<file path="src/rtl/regfile_wr_arbiter.sv">
// regfile_wr_arbiter
//   Shares the register file's single write port between two writeback
//   sources. Each requester owns a one-entry pending slot behind a
//   valid/ready handshake. A round-robin arbiter (with an age override for
//   same-address collisions) drains one slot per cycle into a registered
//   write stage that drives Write_Reg/W_Addr/W_Data.
//
//   Optional feature: define REGFILE_BYPASS_EN to forward the in-flight
//   write stage to the read ports; otherwise the read data passes through.
//
// Ports
//   clk, reset                      rising-edge clock, synchronous active-high reset
//   req_valid_x/addr_x/data_x       requester x write offer
//   req_ready_x                     slot x can accept this cycle
//   Write_Reg, W_Addr, W_Data       registered register-file write port
//   grant                           one-hot slot drained this cycle (combinational)
//   R_Addr_A/B, rf_data_a/b         read addresses and raw register-file read data
//   rd_data_a/b                     read data seen by consumers
module regfile_wr_arbiter #(
    parameter int unsigned ADDR_W = 5,
    parameter int unsigned DATA_W = 32
) (
    input  logic              clk,
    input  logic              reset,
    input  logic              req_valid_0,
    input  logic [ADDR_W-1:0] req_addr_0,
    input  logic [DATA_W-1:0] req_data_0,
    output logic              req_ready_0,
    input  logic              req_valid_1,
    input  logic [ADDR_W-1:0] req_addr_1,
    input  logic [DATA_W-1:0] req_data_1,
    output logic              req_ready_1,
    output logic              Write_Reg,
    output logic [ADDR_W-1:0] W_Addr,
    output logic [DATA_W-1:0] W_Data,
    output logic [1:0]        grant,
    input  logic [ADDR_W-1:0] R_Addr_A,
    input  logic [ADDR_W-1:0] R_Addr_B,
    input  logic [DATA_W-1:0] rf_data_a,
    input  logic [DATA_W-1:0] rf_data_b,
    output logic [DATA_W-1:0] rd_data_a,
    output logic [DATA_W-1:0] rd_data_b
);

    // Pending slots
    logic              slot_valid_0_q, slot_valid_0_d;
    logic              slot_valid_1_q, slot_valid_1_d;
    logic [ADDR_W-1:0] slot_addr_0_q, slot_addr_1_q;
    logic [DATA_W-1:0] slot_data_0_q, slot_data_1_q;

    // rr_q: slot favoured when both compete with different addresses.
    // age_q: index of the older slot when both are valid.
    logic rr_q, rr_d;
    logic age_q, age_d;

    // Write stage
    logic              write_reg_q, write_reg_d;
    logic [ADDR_W-1:0] w_addr_q, w_addr_d;
    logic [DATA_W-1:0] w_data_q, w_data_d;

    logic              load_0, load_1;
    logic              stay_0, stay_1;
    logic              both_valid;
    logic              gsel;
    logic              any_grant;
    logic [ADDR_W-1:0] g_addr;
    logic [DATA_W-1:0] g_data;

    // Arbitration looks only at slot state, never at incoming requests.
    always_comb begin
        grant      = 2'b00;
        gsel       = 1'b0;
        both_valid = slot_valid_0_q && slot_valid_1_q;
        if (both_valid) begin
            // Same destination: older write must land first.
            gsel  = (slot_addr_0_q == slot_addr_1_q) ? age_q : rr_q;
            grant = gsel ? 2'b10 : 2'b01;
        end else if (slot_valid_0_q) begin
            gsel  = 1'b0;
            grant = 2'b01;
        end else if (slot_valid_1_q) begin
            gsel  = 1'b1;
            grant = 2'b10;
        end
    end

    assign any_grant = |grant;
    assign g_addr    = gsel ? slot_addr_1_q : slot_addr_0_q;
    assign g_data    = gsel ? slot_data_1_q : slot_data_0_q;

    // A draining slot can refill in the same cycle.
    assign req_ready_0 = !slot_valid_0_q || grant[0];
    assign req_ready_1 = !slot_valid_1_q || grant[1];

    assign load_0 = req_valid_0 && req_ready_0;
    assign load_1 = req_valid_1 && req_ready_1;
    // Slot keeps its current (older) contents across the edge.
    assign stay_0 = slot_valid_0_q && !grant[0];
    assign stay_1 = slot_valid_1_q && !grant[1];

    always_comb begin
        slot_valid_0_d = load_0 || stay_0;
        slot_valid_1_d = load_1 || stay_1;

        rr_d = both_valid ? ~gsel : rr_q;

        age_d = age_q;
        if (load_0 && load_1) begin
            age_d = 1'b0;          // simultaneous load: slot 0 counts as older
        end else if (stay_0 && load_1) begin
            age_d = 1'b0;
        end else if (stay_1 && load_0) begin
            age_d = 1'b1;
        end

        write_reg_d = 1'b0;
        w_addr_d    = w_addr_q;
        w_data_d    = w_data_q;
        if (any_grant) begin
            // Register 0 is hard-wired zero: drain the slot but suppress the write.
            write_reg_d = (g_addr != '0);
            w_addr_d    = g_addr;
            w_data_d    = g_data;
        end
    end

    always_ff @(posedge clk) begin
        if (reset) begin
            slot_valid_0_q <= 1'b0;
            slot_valid_1_q <= 1'b0;
            rr_q           <= 1'b0;
            age_q          <= 1'b0;
            write_reg_q    <= 1'b0;
            w_addr_q       <= '0;
            w_data_q       <= '0;
        end else begin
            slot_valid_0_q <= slot_valid_0_d;
            slot_valid_1_q <= slot_valid_1_d;
            rr_q           <= rr_d;
            age_q          <= age_d;
            write_reg_q    <= write_reg_d;
            w_addr_q       <= w_addr_d;
            w_data_q       <= w_data_d;
        end
    end

    // Slot payloads need no reset; they are qualified by the valids.
    always_ff @(posedge clk) begin
        if (load_0) begin
            slot_addr_0_q <= req_addr_0;
            slot_data_0_q <= req_data_0;
        end
        if (load_1) begin
            slot_addr_1_q <= req_addr_1;
            slot_data_1_q <= req_data_1;
        end
    end

    assign Write_Reg = write_reg_q;
    assign W_Addr    = w_addr_q;
    assign W_Data    = w_data_q;

`ifdef REGFILE_BYPASS_EN
    // Only the write stage is forwarded; pending slots are not yet architectural.
    logic fwd_a, fwd_b;
    assign fwd_a     = write_reg_q && (w_addr_q != '0) && (R_Addr_A == w_addr_q);
    assign fwd_b     = write_reg_q && (w_addr_q != '0) && (R_Addr_B == w_addr_q);
    assign rd_data_a = fwd_a ? w_data_q : rf_data_a;
    assign rd_data_b = fwd_b ? w_data_q : rf_data_b;
`else
    assign rd_data_a = rf_data_a;
    assign rd_data_b = rf_data_b;
`endif

endmodule
</file>
<file path="config.mk">
export PLATFORM = sky130hd
export DESIGN_NAME = regfile_wr_arbiter
export DESIGN_NICKNAME = d
export VERILOG_FILES = /design/src/rtl/regfile_wr_arbiter.sv
export SDC_FILE = /design/constraint.sdc
export NUM_CORES = 1
export LEC_CHECK = 0
export ABC_AREA = 1
export CORE_MARGIN = 5
export CORE_UTILIZATION = 24
export DETAILED_ROUTE_END_ITERATION = 8
export PLACE_DENSITY = 0.65
export SLEW_MARGIN = 20
export SYNTH_ARGS = -nofsm -noshare
export SYNTH_HDL_FRONTEND = slang
export SYNTH_SLANG_ARGS = --single-unit
</file>
<file path="constraint.sdc">
create_clock -name clk -period 2.6 [get_ports clk]
set_clock_uncertainty 0.1 [all_clocks]
set_input_delay 0.52 -clock clk [delete_from_list [all_inputs] [get_ports clk]]
set_output_delay 0.52 -clock clk [all_outputs]
set_load 0.01 [all_outputs]
</file>
# [Word-level counts from Yosys, hierarchy flattened]
# Cells that the tools add are included.
[classes] n_eq_ne=1 mux=10 bitwise_logic=2 reduce_logical=20
[ops] operator="32-bit two-way mux" count=1
[ops] operator="1-bit logical AND" count=8
[ops] operator="2-bit two-way mux" count=4
[ops] operator="5-bit equality test" count=1
[ops] operator="5-bit two-way mux" count=1
[ops] operator="5-bit nonzero test" count=1
[ops] operator="1-bit logical NOT" count=4
[ops] operator="1-bit logical OR" count=4
[ops] operator="1-bit two-way mux" count=4
[ops] operator="2-bit OR reduction" count=2
[ops] operator="3-bit OR reduction" count=1
[ops] operator="1-bit NOT" count=2
[word_totals] regBits=116 in_bits=152 output_inout_bits=106 wordCells=44

# [Logic depth before layout (Yosys ltp)]
# Gate-level depths: netlist of the first run.
[logic_depth] word_depth=8 ltp_mapped=15 depth_no_buf=14

# [Worst setup path after synthesis of the first run]
# Ideal clock, no wire load.
[synth_timing] path_kind="register -> register" from="reg slot_addr_1_q[4]" to="reg slot_addr_0_q[0] (enable)" setup_time_ns=0.392 arrival_ns=1.798 required_time_ns=2.108 path_slack_ns=0.310 stages_incl_launch_ff=10 n_path_buf=0 period_less_slack_ns=2.290 path_cell_list="edfxtp_1 > nand2_1 > nand2_1 > nor2_2 > nand3_1 > nand2_1 > nand3_2 > nand2_1 > nand2_1 > inv_1"
[synth_via] elab_chain_len=6
[synth_lines] element="start: declaration" line="48" rtl="logic [ADDR_W-1:0] slot_addr_0_q, slot_addr_1_q;"
[synth_lines] element="start signal: assignment" line="154" rtl="slot_addr_1_q <= req_addr_1;"
[synth_lines] element="5-bit equality test" line="76" rtl="gsel = (slot_addr_0_q == slot_addr_1_q) ? age_q : rr_q;"
[synth_lines] element="1-bit two-way mux" line="76"
[synth_lines] element="2-bit two-way mux" line="77" rtl="grant = gsel ? 2'b10 : 2'b01;"
[synth_lines] element="2-bit two-way mux" line="74" rtl="if (both_valid) begin"
[synth_lines] element="1-bit logical OR" line="92" rtl="assign req_ready_0 = !slot_valid_0_q || grant[0];"
[synth_lines] element="named net req_ready_0" line="28" rtl="output logic req_ready_0,"
[synth_lines] element="1-bit logical AND" line="95" rtl="assign load_0 = req_valid_0 && req_ready_0;"
[synth_lines] element="named net load_0" line="61" rtl="logic load_0, load_1;"
[synth_lines] element="end signal: assignment" line="150" rtl="slot_addr_0_q <= req_addr_0;"
[synth_lines] element="end: declaration" line="48"
# The timed path passes the listed nets, and every way through them passes these cells.
# A chain may end at the register's enable or synchronous reset.

# [Final worst setup path of the first run]
[layout_timing] from="reg slot_addr_0_q[0]" to="out req_ready_1"
[layout_via] elab_chain_len=5
[layout_lines] element="5-bit equality test" line="76"
[layout_lines] element="1-bit two-way mux" line="76"
[layout_lines] element="2-bit two-way mux" line="77"
[layout_lines] element="2-bit two-way mux" line="74"
[layout_lines] element="1-bit logical OR" line="93" rtl="assign req_ready_1 = !slot_valid_1_q || grant[1];"
[layout_lines] element="end: declaration" line="32" rtl="output logic req_ready_1,"
# Every way passes these cells.

==> impl_metrics.yaml, run 1 <==
placed_design:
  portBuffers: 119
  dp_worst_setup_slack_ps: 157.1
  dp_hpwl_um: 8998
  gp_congestion: 0.7788
routing:
  first_pass_iters: 4
  remaining_drc_errors: 0
  drtIter0Drc: 105
  wl_um: 13150
  drtAntennaViolNets: 0
  wl_per_cell_um: 17.38
  vias: 3110
  viasPerCell: 4.108
synthesis:
  yosysUniqueCellTypes: 24
  synth.most_common_cell: "edfxtp_1"
  synth-main-ff-cell: "edfxtp_1"
  synth-compound-area-share: 0.09149
  yosysSeqAreaShare: 0.6511
  syn_avg_cell_area_um2: 11.39
  synth_xor_area_frac: 0.001862
  ys_top_cells_by_count: "74 x edfxtp_1, 65 x buf_4, 42 x dfxtp_1, 42 x nand3_1, 40 x nor2_1"
  synthArstFlopShare: 0
  syn_area_um2: 4705
  synth_top_family_by_area: "buffers and inverters"
  synthSimpleGateAreaFrac: 0.1157
  yosys.area.top_type: "edfxtp_1"
  syn_inst: 413
  syn-num-nets: 565
  synthMuxAreaShare: 0
  synthAdderAreaFrac: 0
  yosys_register_bits: 116
  yosys_warnings: 0
  synth.area.top_cells: "edfxtp_1 47%, dfxtp_1 18%, buf_4 10%"
  synth-edff-count: 74
  synth.top_cell.area_share: 0.4723
setup_path:
  crit_arrival_ps: 1840
  cp-end-kind: "output port"
  crit_type: "flop to output port"
  crit_chain: "nor2_1 -> nor2_2 -> nor2_2 -> nand3_2 -> nand2_2 -> nand3_4 -> buf_12 -> dlygate4sd2_1"
  ff2ff_path_depth: 15
  slowest_stage: "edfxtp_1"
  slowest_delay_ps: 430
  cp-start-kind: "flop"
  cp_common_cell: "nor2_2"
  crit_required_ps: 1980
  crit_fanout: 4
pwr:
  powerDensity_nw_per_um2: 788.8
  power.ir.vdd_worst_mv: 0.5021
  p_leak_nw: 2.333
global_routing:
  grt_pass1_wl_um: 18930
  grt_max_degree: 39
  grt-ovfl-total: 0
  grt_pass1_vias: 3201
  track_usage: 0.1169
  antenna_found_initial: 0
cells_and_area:
  fill_cells: 1990
  layout-drive-gt1-share: 0.1565
  nNetsFinal: 631
  n_antenna_cell: 0
  area_growth_pct: 36.12
floorplanning:
  ioPinCount: 258
  die_area_um2: 22500
  start_util: 0.2425
  core_um2: 19400
  fp-row-count: 51
  die_width_um: 150.0
  die_h_um: 150.0
cts:
  h-tree-depth: 4
  clk_latency_ps: 400
  cts_hold_buf: 0
  clock_sinks: 116
  root_buffer: "clkbuf_16"
  cts_buffers: 17
  clk_pin_slew_ps: 60
  cts_tree: "built"
  clock_path_buffers: 2
worst_hold_path:
  hold_path_depth: 2
  hold_path.class: "flop to flop"
sta:
  fin_setup_tns_ps: 0
  slew_headroom: 0.6224
  maxSlewViolCount: 0
  fin_crit_sh: 0.9448
  hold_viol: 0
  rsz0062_at_grt: "no"
  setup_violations: 0
  period_needed_ps: 2457
  worst_slack_ps: 143.4
  max_freq_mhz: 407.1
  worstMarginPinSlew_ps: 565.8
run:
  cap_viol_max_count: 0
run_status:
  outcome: "finished clean"
[critical path: cells and delay by family (launching register included)]
family                 cells  cell delay, ps
buffers and inverters      2             420
DFF                        1             430
and+or+nand+nor            6             600
[placed cells by master (no fill, tap or decap), drive strengths merged, types with 2 or more instances in the layout]
master           n
dfxtp           42
o21ai           66
clkinvlp         2
edfxtp          74
buf             13
a21oi            2
clkdlybuf4s50  115
inv             16
bufinv           3
nor2            42
nand2           39
clkbuf          19
nand3           43
clkinv           9
[path summary, 6_finish.rpt]
path                                            startpoint                      end  slack, ps
worst min-delay path               W_Data[16]$_SDFFE_PP0N_  W_Data[16]$_SDFFE_PP0N_        370
worst max-delay path            slot_addr_0_q[0]$_DFFE_PP_              req_ready_1        140
worst min register to register     W_Data[16]$_SDFFE_PP0N_  W_Data[16]$_SDFFE_PP0N_        370
worst max register to register  slot_addr_0_q[0]$_DFFE_PP_     Write_Reg$_SDFF_PP0_        300
[cells by family (layout without fill, tap and decap cells)]
group	Yosys count	after routing
compound gates	70	70
xor+xnor	1	1
buf+inv	100	179
flops	116	116
simple gates	126	126
[report_power, final]
| group | internal, mW | total [mW] | switching (mW) |
|---|---|---|---|
| Sequential | 2.10 | 2.15 | 0.0512 |
| Combinational | 0.267 | 0.519 | 0.251 |
| Clock | 1.51 | 2.38 | 0.869 |
| Total | 3.88 | 5.05 | 1.17 |
[repair_timing]
item,in CTS,in global routing
pin swaps,2,5
buffers inserted,2,1
endpoints found under the setup margin,4,1
resized for setup,8,6
hold endpoints to repair,0,0
[metrics by stage]
stage | utilization | total power [mW] | instances | hold WS, ps | area [µm²]
2_1_floorplan | - | 2.489 | 413 | 338.2 | 4705
3_3_place_gp | 0.2966 | 2.705 | 722 | 360.7 | 5753
3_5_place_dp | 0.2966 | 2.714 | 722 | 363.7 | 5753
4_1_cts | 0.3291 | 5.135 | 756 | 372.8 | 6385
5_1_grt | 0.3301 | 5.266 | 757 | 390.2 | 6404
6_report | 0.3301 | 5.051 | 757 | 374.4 | 6404
[routing by layer]
metal	part of all wire	vias to the layer above	track usage
li1	-	1481	-
met1	0.35	1436	0.1143
met2	0.49	143	0.1946
met3	0.12	50	0.06057
met4	0.043	0	0.07365
met5	0	-	0
[cell type report]
type,count,area (µm²),share of cell area
clock buffers,17,425.4,0.06643
clock inverters,15,180.2,0.02814
well taps,265,331.6,0.05178
repair buffers,132,1331,0.2079
multi-input cells,197,1016,0.1587
inverters,15,56.30,0.008792
flip-flops and latches,116,3063,0.4783
[registers in the layout (all words and copies together), names as in the netlist]
register,flops
W_Data,32
slot_data_0_q,32
slot_data_1_q,32
W_Addr,5
slot_addr_0_q,5
slot_addr_1_q,5
Write_Reg,1
age_q,1
rr_q,1
slot_valid_0_q,1
slot_valid_1_q,1
No activity file was read; power rests on OpenSTA's default activity.
==> run 2: changes to the inputs <==
Settings changed: CORE_ASPECT_RATIO set to 0.7, CTS_CLUSTER_SIZE set to 14.
==> impl_metrics.yaml, run 2 (same netlist as run 1, synthesis figures left out) <==
sta:
  worst_slack_ps: 186.9
  period_needed_ps: 2413
  worstMarginPinSlew_ps: 589.1
  setup_violations: 0
  max_freq_mhz: 414.4
  hold_viol: 0
  maxSlewViolCount: 0
  slew_headroom: 0.6064
  rsz0062_at_grt: "no"
  fin_setup_tns_ps: 0
  fin_crit_sh: 0.9281
setup_path:
  r2r_start: "slot_addr_1_q[2]$_DFFE_PN_"
  ff2ff_path_depth: 14
  crit_fanout: 8
  crit_type: "flop to output port"
  cp-start-kind: "flop"
  crit_required_ps: 1980
  cp-end-kind: "output port"
  crit_arrival_ps: 1790
  startpoint: "slot_addr_1_q[2]$_DFFE_PN_"
  reg2reg_slack_ps: 370
cts:
  clock_path_buffers: 2
  clock_sinks: 116
  cts_tree: "built"
  cts_hold_buf: 0
  h-tree-depth: 4
  root_buffer: "clkbuf_16"
  clk_latency_ps: 420
  clk_pin_slew_ps: 50
  cts_buffers: 17
floorplanning:
  ioPinCount: 258
  start_util: 0.2466
  die_width_um: 177.3
  core_um2: 19080
  die_area_um2: 22550
  fp-row-count: 42
  die_h_um: 127.1
worst_hold_path:
  hold_path_depth: 2
  worstHoldStart: "W_Addr[2]$_SDFFE_PP0N_"
  hold_path.class: "flop to flop"
cells_and_area:
  multi_input_area_um2: 1026
  layout_commonest_cell: "clkdlybuf4s50_1"
  layout_common_cells: "115 x clkdlybuf4s50_1, 74 x edfxtp_1, 42 x dfxtp_1"
  seq_area_um2: 3063
  fill_cells: 1883
  area_growth_pct: 36.46
  final_area_um2: 6420
  fin_util: 0.3365
  nNetsFinal: 636
  layout-drive-gt1-share: 0.1610
  n_antenna_cell: 0
routing:
  drtIter0Drc: 150
  remaining_drc_errors: 0
  drtAntennaViolNets: 0
  vias: 3153
  wl_per_cell_um: 16.20
  wl_um: 12330
  first_pass_iters: 4
  viasPerCell: 4.143
placed_design:
  dp_worst_setup_slack_ps: 223.1
  dp_hpwl_um: 8292
  portBuffers: 119
  gp_congestion: 0.7413
  place_area_um2: 5754
run:
  cap_viol_max_count: 0
global_routing:
  grt_max_degree: 40
  grt_pass1_vias: 3220
  grt_pass1_wl_um: 18570
  antenna_found_initial: 0
  grt-ovfl-total: 0
  track_usage: 0.1099
pwr:
  power.ir.vdd_worst_mv: 0.3392
  powerDensity_nw_per_um2: 783.8
  p_total_mw: 5.032
  p_leak_nw: 2.351
run_status:
  outcome: "finished clean"
[run 2: changes by cell type in the layout (fill, tap and decap cells not counted), sizes merged]
cell and change:
clkinv -1, inv -1, clkbuf +1, dlygate4sd2 +1
buf +5
[run 2: final cells by class]
cell class | instances | area share
Clock buffer | 19 | 0.06899
Clock inverter | 13 | 0.02456
Inverter | 15 | 0.008770
Multi-Input combinational cell | 197 | 0.1598
Sequential cell | 116 | 0.4771
Tap cell | 264 | 0.05145
Timing Repair Buffer | 137 | 0.2093
[run 2: critical path: stages, from the launching register on]
cell and delay (ps):
edfxtp_1 420, nand2_1 90, nand2_1 80, nor2_4 130
nand3_2 90, nand2_2 90, nand3_4 140, nand2_2 110
clkdlybuf4s15_1 240
[run 2: stage by stage]
step | hold WS [ps] | cells
3_3_place_gp | 359.4 | 723
3_5_place_dp | 360.3 | 723
5_1_grt | 398.2 | 761
2_1_floorplan | 338.2 | 413
4_1_cts | 369.2 | 755
6_report | 370.9 | 761
[run 2: final timing paths]
kind	endpoint
worst max-delay path	req_ready_0
worst min-delay path	W_Addr[2]$_SDFFE_PP0N_
worst min register to register	W_Addr[2]$_SDFFE_PP0N_
worst max register to register	Write_Reg$_SDFF_PP0_
[run 2: metal layers]
layer  vias to the layer above  routed length, µm  track usage  part of all wire
met2                       128               5568       0.1663              0.45
met3                        36               1110      0.05080             0.090
met4                         0                320      0.05045             0.026
li1                       1493                  -            -                 -
met1                      1496               5333       0.1341              0.43
met5                         -                  0            0                 0
[run 2: report_power, final]
group | switching, mW | internal [mW] | total (mW)
Combinational | 0.255 | 0.269 | 0.524
Clock | 0.827 | 1.53 | 2.35
Sequential | 0.0544 | 2.10 | 2.15
[run 2: repair_timing]
action,CTS,global route
pin swaps,1,6
buffers inserted,0,6
gates resized for setup,6,7
endpoints found under the setup margin,4,3
